<file path="config.mk">
export PLATFORM = sky130hd
export DESIGN_NAME = vgm_sva_stim_player_flat
export DESIGN_NICKNAME = d
export VERILOG_FILES = /design/src/rtl/vgm_sva_stim_player_pkg.sv /design/src/rtl/vgm_sva_stim_player_if.sv /design/src/rtl/vgm_sva_stim_fifo.sv /design/src/rtl/vgm_sva_stim_player.sv /design/src/flat_wrapper.sv
export SDC_FILE = /design/constraint.sdc
export NUM_CORES = 1
export LEC_CHECK = 0
export CORE_ASPECT_RATIO = 1.25
export CORE_UTILIZATION = 55
export DETAILED_ROUTE_END_ITERATION = 7
export MAX_ROUTING_LAYER = met4
export PLACE_DENSITY = 0.75
export SLEW_MARGIN = 30
export SYNTH_ARGS = -nofsm -noshare
export SYNTH_HDL_FRONTEND = slang
export SYNTH_SLANG_ARGS = --single-unit
</file>
<file path="constraint.sdc">
create_clock -name clk -period 2.9 [get_ports clk]
set_clock_uncertainty 0.15 [all_clocks]
set_input_delay 0.58 -clock clk [delete_from_list [all_inputs] [get_ports clk]]
set_output_delay 0.58 -clock clk [all_outputs]
set_load 0.01 [all_outputs]
</file>
<file path="src/rtl/vgm_sva_stim_player_pkg.sv">
// Shared types for the SVA stimulus player.
// State encoding and default stimulus entry layout.
package vgm_sva_stim_pkg;

    typedef enum logic [1:0] {
        IDLE,
        PLAY,
        FINISH
    } stim_state_e;

    localparam int STIM_WIDTH  = 8;
    localparam int STIM_HOLD_W = 8;

    typedef struct packed {
        logic [STIM_WIDTH-1:0]  value;
        logic [STIM_HOLD_W-1:0] hold;
    } stim_entry_t;

endpackage

</file>
<file path="src/rtl/vgm_sva_stim_player_if.sv">
// Load/control/stimulus bundle of the SVA stimulus player.
// master = test side, slave = player side.
interface vgm_sva_stim_player_if #(
    parameter int WIDTH  = 8,
    parameter int DEPTH  = 16,
    parameter int HOLD_W = 8
);
    localparam int CW = $clog2(DEPTH) + 1;

    logic              load_valid;
    logic              load_ready;
    logic [WIDTH-1:0]  load_value;
    logic [HOLD_W-1:0] load_hold;
    logic              start;
    logic              abort;
    logic [WIDTH-1:0]  sig_out;
    logic              sig_active;
    logic              busy;
    logic              done;
    logic [CW-1:0]     count;

    modport master (
        output load_valid, load_value, load_hold, start, abort,
        input  load_ready, sig_out, sig_active, busy, done, count
    );

    modport slave (
        input  load_valid, load_value, load_hold, start, abort,
        output load_ready, sig_out, sig_active, busy, done, count
    );

endinterface

</file>
<file path="src/rtl/vgm_sva_stim_fifo.sv">
// Synchronous FIFO of stimulus entries with flush.
// Pointers carry an extra MSB to tell full from empty.
module vgm_sva_stim_fifo
    import vgm_sva_stim_pkg::*;
#(
    parameter int  DEPTH   = 16,
    parameter type entry_t = stim_entry_t,
    localparam int AW      = $clog2(DEPTH)
) (
    input  logic        clk,
    input  logic        rst,
    input  logic        push,
    input  entry_t      din,
    input  logic        pop,
    input  logic        flush,
    output entry_t      dout,
    output logic        full,
    output logic        empty,
    output logic [AW:0] count
);

    entry_t      mem [DEPTH];
    logic [AW:0] wr_ptr;
    logic [AW:0] rd_ptr;
    logic        push_ok;
    logic        pop_ok;

    assign full    = (wr_ptr[AW] != rd_ptr[AW]) &&
                     (wr_ptr[AW-1:0] == rd_ptr[AW-1:0]);
    assign empty   = (wr_ptr == rd_ptr);
    assign count   = wr_ptr - rd_ptr;
    assign push_ok = push && !full;
    assign pop_ok  = pop && !empty;
    assign dout    = mem[rd_ptr[AW-1:0]];

    // Storage array; contents need no reset, pointers gate validity.
    always_ff @(posedge clk) begin
        if (push_ok) begin
            mem[wr_ptr[AW-1:0]] <= din;
        end
    end

    // Pointer advance; flush empties the queue in one cycle.
    always_ff @(posedge clk) begin
        if (rst || flush) begin
            wr_ptr <= '0;
            rd_ptr <= '0;
        end else begin
            if (push_ok) begin
                wr_ptr <= wr_ptr + 1'b1;
            end
            if (pop_ok) begin
                rd_ptr <= rd_ptr + 1'b1;
            end
        end
    end

endmodule

</file>
<file path="src/rtl/vgm_sva_stim_player.sv">
// Plays back queued (value, hold) entries onto a stimulus bus.
// Each entry is driven for hold+1 cycles, then done pulses once.
module vgm_sva_stim_player
    import vgm_sva_stim_pkg::*;
#(
    parameter int               WIDTH      = 8,
    parameter int               DEPTH      = 16,
    parameter int               HOLD_W     = 8,
    parameter logic [WIDTH-1:0] IDLE_VALUE = '0
) (
    input logic                  clk,
    input logic                  rst,
    vgm_sva_stim_player_if.slave bus
);

    localparam int CW = $clog2(DEPTH) + 1;

    typedef struct packed {
        logic [WIDTH-1:0]  value;
        logic [HOLD_W-1:0] hold;
    } entry_t;

    stim_state_e       state;
    logic [HOLD_W-1:0] hold_cnt;
    logic [WIDTH-1:0]  sig_out_q;
    logic              sig_active_q;
    logic              busy_q;
    logic              done_q;

    entry_t            push_entry;
    entry_t            head;
    logic              fifo_full;
    logic              fifo_empty;
    logic [CW-1:0]     fifo_count;
    logic              push;
    logic              pop;
    logic              start_go;
    logic              next_go;

    assign push_entry = '{value: bus.load_value, hold: bus.load_hold};

    assign bus.load_ready = (state == IDLE) && !fifo_full &&
                            !bus.start && !bus.abort;

    assign push     = bus.load_valid && bus.load_ready;
    assign start_go = (state == IDLE) && bus.start && !bus.abort;
    assign next_go  = (state == PLAY) && (hold_cnt == '0) && !bus.abort;
    assign pop      = (start_go || next_go) && !fifo_empty;

    vgm_sva_stim_fifo #(
        .DEPTH   (DEPTH),
        .entry_t (entry_t)
    ) u_fifo (
        .clk   (clk),
        .rst   (rst),
        .push  (push),
        .din   (push_entry),
        .pop   (pop),
        .flush (bus.abort),
        .dout  (head),
        .full  (fifo_full),
        .empty (fifo_empty),
        .count (fifo_count)
    );

    // Playback FSM with hold counter and registered stimulus outputs.
    always_ff @(posedge clk) begin
        if (rst || bus.abort) begin
            state        <= IDLE;
            hold_cnt     <= '0;
            sig_out_q    <= IDLE_VALUE;
            sig_active_q <= 1'b0;
            busy_q       <= 1'b0;
            done_q       <= 1'b0;
        end else begin
            unique case (state)
                IDLE: begin
                    done_q <= 1'b0;
                    if (bus.start) begin
                        if (!fifo_empty) begin
                            state        <= PLAY;
                            sig_out_q    <= head.value;
                            hold_cnt     <= head.hold;
                            sig_active_q <= 1'b1;
                            busy_q       <= 1'b1;
                        end else begin
                            state  <= FINISH;
                            done_q <= 1'b1;
                        end
                    end
                end
                PLAY: begin
                    if (hold_cnt != '0) begin
                        hold_cnt <= hold_cnt - 1'b1;
                    end else if (!fifo_empty) begin
                        sig_out_q <= head.value;
                        hold_cnt  <= head.hold;
                    end else begin
                        state        <= FINISH;
                        sig_out_q    <= IDLE_VALUE;
                        sig_active_q <= 1'b0;
                        busy_q       <= 1'b0;
                        done_q       <= 1'b1;
                    end
                end
                FINISH: begin
                    state  <= IDLE;
                    done_q <= 1'b0;
                end
                default: begin
                    state <= IDLE;
                end
            endcase
        end
    end

    assign bus.sig_out    = sig_out_q;
    assign bus.sig_active = sig_active_q;
    assign bus.busy       = busy_q;
    assign bus.done       = done_q;
    assign bus.count      = fifo_count;

endmodule

</file>
<file path="src/flat_wrapper.sv">
// flat-port wrapper written by rule: the top's interface ports become plain ports
module vgm_sva_stim_player_flat import vgm_sva_stim_pkg::*;
#(
    parameter int               WIDTH      = 8,
    parameter int               DEPTH      = 16,
    parameter int               HOLD_W     = 8,
    parameter logic [WIDTH-1:0] IDLE_VALUE = '0
)
  (clk, rst, bus_load_valid, bus_load_value, bus_load_hold, bus_start, bus_abort, bus_load_ready, bus_sig_out, bus_sig_active, bus_busy, bus_done, bus_count);
  vgm_sva_stim_player_if #(.WIDTH(WIDTH), .DEPTH(DEPTH), .HOLD_W(HOLD_W)) bus_i ();
  input logic clk;
  input logic rst;
  input wire logic [$bits(bus_i.load_valid)-1:0] bus_load_valid;
  input wire logic [$bits(bus_i.load_value)-1:0] bus_load_value;
  input wire logic [$bits(bus_i.load_hold)-1:0] bus_load_hold;
  input wire logic [$bits(bus_i.start)-1:0] bus_start;
  input wire logic [$bits(bus_i.abort)-1:0] bus_abort;
  output wire logic [$bits(bus_i.load_ready)-1:0] bus_load_ready;
  output wire logic [$bits(bus_i.sig_out)-1:0] bus_sig_out;
  output wire logic [$bits(bus_i.sig_active)-1:0] bus_sig_active;
  output wire logic [$bits(bus_i.busy)-1:0] bus_busy;
  output wire logic [$bits(bus_i.done)-1:0] bus_done;
  output wire logic [$bits(bus_i.count)-1:0] bus_count;
  assign bus_i.load_valid = bus_load_valid;
  assign bus_i.load_value = bus_load_value;
  assign bus_i.load_hold = bus_load_hold;
  assign bus_i.start = bus_start;
  assign bus_i.abort = bus_abort;
  assign bus_load_ready = bus_i.load_ready;
  assign bus_sig_out = bus_i.sig_out;
  assign bus_sig_active = bus_i.sig_active;
  assign bus_busy = bus_i.busy;
  assign bus_done = bus_i.done;
  assign bus_count = bus_i.count;
  vgm_sva_stim_player #(.WIDTH(WIDTH), .DEPTH(DEPTH), .HOLD_W(HOLD_W), .IDLE_VALUE(IDLE_VALUE)) u_core (.clk(clk), .rst(rst), .bus(bus_i));
endmodule
</file>
# Word-level counts from Yosys, hierarchy flattened
# Memories as Yosys holds them, arrays and structs flattened. A register that Yosys moved wholly into a read port is not among the register bits.
# Index checks and enable logic that the tools add are counted.
[classes]
addsub = 4
eq_ne = 9
muxes = 28
reduce_logical = 28
[op_table]
columns = ["operator", "n"]
rows = [
  ["two-way mux 8 bit", 7],
  ["one-hot mux 8 bit (2 select lines)", 2],
  ["logical AND 1 bit", 12],
  ["adder 5 x 1 -> 5 bit, second input constant", 2],
  ["two-way mux 1 bit", 10],
  ["zero test 8 bit", 1],
  ["two-way mux 2 bit", 4],
  ["two-way mux 4 bit", 2],
  ["nonzero test 8 bit", 1],
  ["subtractor 8 x 1 -> 8 bit, second input constant", 1],
  ["!= test 2 bit, second input constant", 3],
  ["AND reduction 3 bit", 2],
  ["== test 5 bit", 1],
  ["AND reduction 5 bit", 1],
  ["subtractor 5 bit", 1],
  ["== test 4 bit", 1],
  ["zero test 1 bit", 4],
  ["one-hot mux 2 bit (2 select lines)", 1],
  ["AND reduction 4 bit", 1],
  ["one-hot mux 1 bit (3 select lines)", 1],
  ["nonzero test 3 bit", 1],
  ["== test 2 x 1 -> 1 bit, second input constant", 1],
  ["== test 2 bit, second input constant", 1],
  ["zero test 2 bit", 1],
  ["6 further kinds", 7],
]
[word_totals]
reg_bits = 30
ramBits = 256
inputBits = 21
out_inout_bits = 17
elab_cells = 77
memories = 1
[mem_list]
columns = ["memory", "words", "word_bits", "rd", "rd_clocked_by_memory_dff", "write_ports", "line_no", "text"]
rows = [
  ["u_core.u_fifo.mem", 16, 16, 1, 1, 1, "vgm_sva_stim_fifo.sv:22", "entry_t mem [DEPTH];"],
]

# Logic depth before layout (Yosys ltp)
# Gate-level depths: netlist (run 1).
[logic_depth]
word_depth = 10
mapped_depth = 9
depth_no_buf = 7

# Cells and area by module
# A second synthesis (run 1) with hierarchy kept.
[unflattened]
hier_cells = 657
area_unflattened_um2 = 11701.2
[modules_own_cells]
columns = ["mod", "instances", "cells_per_inst", "area_per_inst_um2", "seq_area_each_um2"]
rows = [
  ["vgm_sva_stim_fifo", 1, 501, 10423.7, 7967.6],
  ["vgm_sva_stim_player", 1, 156, 1277.5, 400.4],
]

# Worst setup path after synthesis (run 1)
# OpenSTA, ideal clock, no wires.
[synth_timing]
path_kind = "register -> register"
startpoint = "register u_core.state[0]"
endpoint = "memory u_core.u_fifo.mem[0][0] (netlist bit), enable pin"
setup_ns = 0.409
arrival_ns = 2.513
required_time_ns = 2.341
path_slack_ns = -0.172
path_stages_with_launch = 8
path_buffers = 1
synth_period_minus_slack_ns = 3.072
path_cell_list = "dfxtp_1 -> inv_1 -> ha_1 -> buf_2 -> nor3b_1 -> o211a_1 -> nand2_1 -> nor3_1"
[synth_between]
elab_chain_len = 8
[synth_rtl]
columns = ["item", "line_no", "text"]
rows = [
  ["from (decl)", "vgm_sva_stim_player.sv:23", "stim_state_e state;"],
  ["from (signal assigned)", "vgm_sva_stim_player.sv:69", "state <= IDLE;"],
  ["from (signal assigned)", "vgm_sva_stim_player.sv:81", "state <= PLAY;"],
  ["from (signal assigned)", "vgm_sva_stim_player.sv:87", "state <= FINISH;"],
  ["zero test 2 bit", "vgm_sva_stim_player.sv:42", "assign bus.load_ready = (state == IDLE) && !fifo_full &&"],
  ["logical AND 1 bit (2 in a row)", "vgm_sva_stim_player.sv:42", ""],
  ["logical AND 1 bit", "vgm_sva_stim_player.sv:43", "!bus.start && !bus.abort;"],
  ["logical AND 1 bit", "vgm_sva_stim_player.sv:45", "assign push = bus.load_valid && bus.load_ready;"],
  ["logical AND 1 bit", "vgm_sva_stim_fifo.sv:32", "assign push_ok = push && !full;"],
  ["two-way mux 1 bit", "vgm_sva_stim_fifo.sv:38", "if (push_ok) begin"],
  ["two-way mux 1 bit (not written as such)", "vgm_sva_stim_fifo.sv:39", "mem[wr_ptr[AW-1:0]] <= din;"],
  ["to (decl)", "vgm_sva_stim_fifo.sv:22", ""],
]
# No other way between the ends.

# Worst setup path in the final report (run 1)
[layout_timing]
startpoint = "register u_core.u_fifo.wr_ptr[0]"
endpoint = "output bus_count[4]"
[layout_between]
elab_chain_len = 1
[layout_rtl]
columns = ["item", "line_no", "text"]
rows = [
  ["from (decl)", "vgm_sva_stim_fifo.sv:23", "logic [AW:0] wr_ptr;"],
  ["from (signal assigned)", "vgm_sva_stim_fifo.sv:50", "wr_ptr <= wr_ptr + 1'b1;"],
  ["subtractor 5 bit", "vgm_sva_stim_fifo.sv:31", "assign count = wr_ptr - rd_ptr;"],
  ["to (decl)", "flat_wrapper.sv:23", "output wire logic [$bits(bus_i.count)-1:0] bus_count;"],
]
# No other way between the ends.

==> impl_metrics.csv, run 1 <==
group,metric,value,unit
worst_setup_path,crit_fanout,3,
final_layout,design_area,13800,um^2
final_layout,fillers,1370,
logic_synthesis,synth_top_area_cell,"edfxtp_1",
power,p_leak,0.00431,uW
die,initial_core_util,0.565,
die,core_area,21000,um^2
logic_synthesis,synthTopCellsByArea,"edfxtp_1 65%, mux4_2 10%, dfxtp_1 5.7%",
worst_setup_path,worst_ep_arrival_time,2090,ps
power,power_density,597,nW/um^2
die,rows,59,
global_route,grtUsageTotal,0.234,
logic_synthesis,yosysMostFrequentCell,"edfxtp_1",
logic_synthesis,yosys_warnings,0,
placement,dp.cells,965,
power,total_power,8220,uW
power,pwr-share-seq,0.554,
detailed_routing,vias,6301,
worst_setup_path,cpPeakStageDelay,360,ps
global_route,antenna_found_initial,0,
timing,period_needed,2820,ps
logic_synthesis,ys_seq_elements,290,
power,p_switching,1540,uW
clock_tree,clk_pin_slew,70,ps
logic_synthesis,netlist_top_cells_count,"256 x edfxtp_1, 55 x mux4_2, 34 x dfxtp_1, 32 x mux2i_1, 32 x nor2_1",
worst_setup_path,crit_type,"reg -> out",
timing,rsz0062_at_grt,"true",
worst_setup_path,r2r_slack,440,ps
logic_synthesis,synthDistinctLibCells,63,
worst_setup_path,reg2reg_to,"u_core.hold_cnt[7]$_SDFFE_PP0P_",
final_layout,area_delta_synth_final,16.1,%
worst_setup_path,crit_chain,"inv_2 -> ha_1 -> inv_1 -> fa_2 -> a21o_1 -> a21oi_2 -> xnor2_1 -> buf_2",
hold_path,holdPathStages,1,
final_layout,final_cells,1013,
timing,finalHoldViolCount,0,
detailed_routing,drt-vias-per-instance,6.22,
global_route,grt_pass1_wl,37.6,mm
detailed_routing,ant_nets,0,
worst_setup_path,slowest_stage,"fa_2",
timing,fmax,354,MHz
timing,drv_slew,0,
clock_tree,clock_latency,520,ps
logic_synthesis,netlist_area,11900,um^2
global_route,overflow,0,
worst_setup_path,startpoint_type,"flip-flop",
timing,finalSetupViolCount,0,
clock_tree,cts_buffer_depth,3,
final_layout,multiInputGateArea,3250,um^2
job,max_cap_violations,0,
placement,placed_area,12900,um^2
final_layout,final_core_util,0.657,
worst_setup_path,end_kind,"output pin",
detailed_routing,drc_errors,0,
timing,worst_pin_slew,647,ps
clock_tree,cts_made_buffers,26,
detailed_routing,dr.pass1.iters,5,
clock_tree,htreeDepth,1,
clock_tree,clkSinkCount,290,
clock_tree,root_buffer,"clkbuf_16",
timing,period_share,0.973,
logic_synthesis,synthFlopType,"edfxtp_1",
hold_path,holdPathEnd,"u_core.bus.sig_out[7]$_SDFFE_PP0P_",
clock_tree,hold_buffers,0,
global_route,grt_max_degree,61,
detailed_routing,drt-total-wl,24.3,mm
detailed_routing,route.detailed.wl_per_inst,24.0,um
logic_synthesis,ys_seq_area_frac,0.706,
logic_synthesis,synth_edf_count,256,
placement,port_buffers,37,
detailed_routing,drt-initial-drc-count,390,
hold_path,hp-class,"reg -> reg",
power,pwr-share-comb,0.025,
logic_synthesis,synth-async-reset-ratio,0,
timing,relSlewSlack,0.568,
logic_synthesis,synth.net_count,687,
worst_setup_path,r2r_cells,6,
power,power_frac_clock,0.421,
clock_tree,cts_tree,"yes",
die,die_area,22100,um^2
power,p_int,6680,uW
logic_synthesis,synth.avg_cell_area,18.2,um^2
final_layout,antenna_cells,0,
clock_tree,post-cts-setup-buffer-count,0,
hold_path,holdCritStartpoint,"u_core.bus.sig_out[7]$_SDFFE_PP0P_",
final_layout,nets,755,
die,die_w,133,um
logic_synthesis,postSynthCellCount,651,
run_status,status,"complete, no violations",
power,switching_share,0.187,
worst_setup_path,critPathRequiredTime,2170,ps
power,ir_drop,0.000413,V
final_layout,drive_gt1_frac,0.233,
final_layout,final-seq-area,8380,um^2
timing,hold_ws,351,ps
placement,dpl.hpwl,15.6,mm
die,fp.dieH,166,um
logic_synthesis,synth_top_area_frac,0.648,
die,pin_count,38,
global_route,grt_pass1_vias,6427,
placement,place_congestion,0.904,
## area by class of cell
| class | count | share of cell area |
|---|---|---|
| Clock buffer | 39 | 0.0545 |
| Clock inverter | 9 | 0.00891 |
| Inverter | 13 | 0.00354 |
| Multi-Input combinational cell | 313 | 0.236 |
| Sequential cell | 290 | 0.609 |
| Tap cell | 274 | 0.0249 |
| Timing Repair Buffer | 75 | 0.0633 |
## power by group through the flow
stage | registers (uW) | logic, uW | clock network, uW
2_1_floorplan | 4640 | 78.5 | 0
3_3_place_gp | 4640 | 200 | 0
3_5_place_dp | 4640 | 207 | 0
4_1_cts | 4550 | 207 | 3500
5_1_grt | 4550 | 222 | 3660
6_report | 4550 | 207 | 3460
## worst max-delay path by stage
stage	startpoint	end	slack, ps	cells after the start
2_1_floorplan	u_core.state[0]$_SDFFE_PP0P_	u_core.u_fifo.mem[4][0]$_DFFE_PP_	250	7
3_3_place_gp	bus_start	bus_load_ready	120	4
3_5_place_dp	u_core.u_fifo.wr_ptr[0]$_SDFFE_PP0P_	bus_count[4]	100	8
4_1_cts	u_core.u_fifo.wr_ptr[0]$_SDFFE_PP0P_	bus_count[4]	40	8
5_1_grt	u_core.u_fifo.wr_ptr[0]$_SDFFE_PP0P_	bus_count[4]	-10	8
6_report	u_core.u_fifo.wr_ptr[0]$_SDFFE_PP0P_	bus_count[4]	80	8
## layout by cell type, fill, tap and decap left out, types with 3 or more instances in the layout
cell type,netlist,final
nor2_1,32,22
mux4_2,55,55
xor2_1,5,5
nor3_1,14,10
mux4_1,3,3
dfxtp_2,0,4
o2bb2ai_1,3,3
buf_12,1,18
a311oi_1,4,4
nor2b_1,12,12
mux2_2,4,4
a211oi_1,10,10
nand2b_1,4,4
dlygate4sd2_1,0,4
mux2i_1,32,32
xnor2_1,7,7
edfxtp_1,256,256
clkbuf_8,0,3
clkdlybuf4s50_1,0,32
clkbuf_1,9,9
nand4_1,4,4
nand2_1,13,13
a31oi_1,6,6
clkinv_2,0,4
a21oi_1,26,25
inv_1,13,12
nand4b_1,4,4
buf_4,6,20
nor3_2,1,5
a32o_1,7,7
bufinv_16,0,3
clkbuf_16,0,27
nand3_1,5,5
ha_1,14,14
o21ai_0,10,10
a21o_1,3,3
nor2_2,0,10
o2111ai_1,4,4
dfxtp_1,34,28
## per-stage QoR
step	setup slack [ps]	TNS [ps]
6_report	78.5	0
5_1_grt	-14.0	-14.0
4_1_cts	44.7	0
3_5_place_dp	98.9	0
3_3_place_gp	118	0
2_1_floorplan	255	0
## per-layer routing
metal | global-route usage | vias up | routed length, um
li1 | - | 2772 | -
met1 | 0.315 | 3202 | 9770
met2 | 0.382 | 282 | 12400
met3 | 0.0296 | 45 | 1720
met4 | 0.0583 | 0 | 453
met5 | - | - | 0
## critical path, delay by kind of cell, from the launching register on
| kind | cells | cell delay, ps |
|---|---|---|
| compound gates | 2 | 350 |
| xor+xnor | 1 | 120 |
| fa+ha+maj | 2 | 510 |
| buf+inv | 3 | 270 |
| flops | 1 | 320 |
## cells by family (layout without fill, tap and decap cells)
group                    after synthesis  after routing  synth area share
multiplexers                          95             95             0.143
AND/OR/NAND/NOR                      100            100            0.0459
buffers and inverters                 48            136            0.0244
flip-flops                           290            290             0.706
XOR/XNOR                              13             13            0.0102
AO/OA/AOI/OAI                         90             90            0.0540
adder cells (fa/ha/maj)               15             15            0.0165
## sequential cells by signal, indices dropped and copies added (netlist names), named ones only
name / cells
u_core.hold_cnt: 8
u_core.state: 2
u_core.u_fifo.rd_ptr: 5
u_core.u_fifo.mem: 256
u_core.bus.sig_active: 1
u_core.u_fifo.wr_ptr: 5
u_core.bus.done: 1
u_core.bus.sig_out: 8
## timing repair
item / 4_1_cts / 5_1_grt
resized for setup: 11 / 3
endpoints found under the setup margin: 5 / 3
hold endpoints to repair: 0 / 0
(Power assumes the default switching activity.)
==> run 2, diff against run 1 <==
Settings changed: ABC_CLOCK_PERIOD_IN_PS from default to 2900, CORE_ASPECT_RATIO 1.25 to default, CTS_CLUSTER_SIZE from default to 8.
==> run 2 against run 1 <==
Against the previous run:
- clock-buffer cell count increased by 19
- cell area increased by 2.1%
- first-iteration DRC count increased by 73%
- core utilization increased by 1.0 points
- sequential share of layout area decreased by 1.3 points
- global-route usage increased by 2.4 points
- worst setup slack improved by 28 ps
- total power increased by 11%
- flip-flop and latch count unchanged
- die area about the same
- sequential power about the same
- largest power group unchanged
- highest routed layer unchanged
==> impl_metrics.csv, run 2 (synthesis gave the netlist of run 1 again) <==
group,metric,value,unit
clock_tree,root_buffer,"clkbuf_16",
timing,period_needed,2790,ps
worst_setup_path,startpoint_type,"flip-flop",
clock_tree,clkSinkCount,290,
power,total_power,9110,uW
detailed_routing,drc_errors,0,
timing,drv_slew,0,
global_route,grt_pass1_wl,40.0,mm
die,core_area,21100,um^2
power,power_density,648,nW/um^2
clock_tree,cts_buffer_depth,3,
die,fp.dieH,149,um
power,p_leak,0.00448,uW
global_route,grt_max_degree,32,
final_layout,largest_reg_flops,256,
clock_tree,clock_latency,520,ps
placement,placed_area,12900,um^2
job,max_cap_violations,0,
detailed_routing,drt-initial-drc-count,674,
die,die_w,149,um
placement,place_congestion,0.881,
clock_tree,clk_pin_slew,50,ps
timing,finalHoldViolCount,0,
die,rows,53,
timing,relSlewSlack,0.494,
final_layout,multiInputGateArea,3250,um^2
final_layout,area_delta_synth_final,18.6,%
timing,worst_pin_slew,756,ps
final_layout,final_core_util,0.667,
timing,period_share,0.963,
final_layout,nets,778,
detailed_routing,ant_nets,0,
final_layout,drive_gt1_frac,0.248,
clock_tree,htreeDepth,2,
placement,dpl.hpwl,16.2,mm
final_layout,design_area,14100,um^2
placement,port_buffers,37,
global_route,grt_pass1_vias,6762,
global_route,overflow,0,
final_layout,antenna_cells,0,
global_route,grt_util_met1,0.355,
hold_path,hp-class,"reg -> reg",
run_status,status,"complete, no violations",
global_route,grtUsageMet3,0.0489,
detailed_routing,dr.pass1.iters,5,
detailed_routing,vias,6561,
worst_setup_path,worst_ep_arrival_time,2060,ps
clock_tree,cts_made_buffers,42,
die,initial_core_util,0.562,
final_layout,final-seq-area,8380,um^2
detailed_routing,drt-vias-per-instance,6.35,
power,ir_drop,0.000586,V
clock_tree,cts_tree,"yes",
die,die_area,22100,um^2
timing,finalSetupViolCount,0,
global_route,globalRoute.busiestLayer,"met2",
global_route,grtUsageTotal,0.258,
worst_setup_path,end_kind,"output pin",
timing,fmax,358,MHz
global_route,met2_usage,0.389,
timing,rsz0062_at_grt,"false",
detailed_routing,route.detailed.wl_per_inst,25.5,um
final_layout,fillers,1340,
worst_setup_path,crit_fanout,3,
worst_setup_path,crit_type,"reg -> out",
final_layout,final_cell_mix,"256 x edfxtp_1, 55 x mux4_2, 43 x clkbuf_16",
detailed_routing,drt-total-wl,26.4,mm
global_route,antenna_found_initial,2,
final_layout,final_common_cell,"edfxtp_1",
worst_setup_path,critPathRequiredTime,2170,ps
die,pin_count,38,
-- run 2: stage by stage --
stage	setup WS, ps	hold WS, ps	cells	TNS, ps
floorplan	255	368	651	0
detailed placement	-40.3	350	971	-571
global route	17.3	395	1034	0
CTS	3.47	359	1032	0
finish	106	352	1034	0
global placement	28.3	336	971	0
-- run 2: area by class of cell --
| type | count | area share |
|---|---|---|
| Sequential cell | 290 | 0.596 |
| Multi-Input combinational cell | 313 | 0.231 |
| Clock buffer | 58 | 0.0805 |
| Timing Repair Buffer | 82 | 0.0615 |
| Tap cell | 275 | 0.0245 |
| Inverter | 13 | 0.00347 |
| Clock inverter | 3 | 0.00267 |
-- run 2: repair_timing --
item,4_1_cts,5_1_grt
hold buffers,0,0
resized for setup,10,3
setup buffers,0,2
setup endpoints to repair,4,3
cloned,0,0
pin swaps,0,4
-- run 2: worst paths after layout --
check | slack (ps) | startpoint | to | depth (start not counted)
max reg2reg | 380 | u_core.u_fifo.rd_ptr[2]$_SDFFE_PP0P_ | u_core.u_fifo.mem[2][13]$_DFFE_PP_ | 7
min reg2reg | 350 | u_core.bus.done$_SDFFE_PP0P_ | u_core.bus.done$_SDFFE_PP0P_ | 2
min | 350 | u_core.bus.done$_SDFFE_PP0P_ | u_core.bus.done$_SDFFE_PP0P_ | 2
max | 110 | u_core.u_fifo.wr_ptr[0]$_SDFFE_PP0P_ | bus_count[4] | 8
-- run 2: per-layer routing --
layer  part of all wire  wire (um)
met1               0.42      11000
met2               0.48      12700
met3              0.076       2010
met4              0.025        656
met5                  0          0
-- run 2: power breakdown --
group | internal, uW | switching, uW
sequential | 4560 | 6.52
combinational | 73.6 | 134
clock | 2690 | 1650
-- run 2: worst max-delay path, stage by stage, from the launching register on --
cell,delay [ps]
dfxtp_1,310
inv_2,70
ha_1,130
inv_1,70
fa_2,370
a21o_1,170
a21oi_2,150
xnor2_1,130
buf_2,150
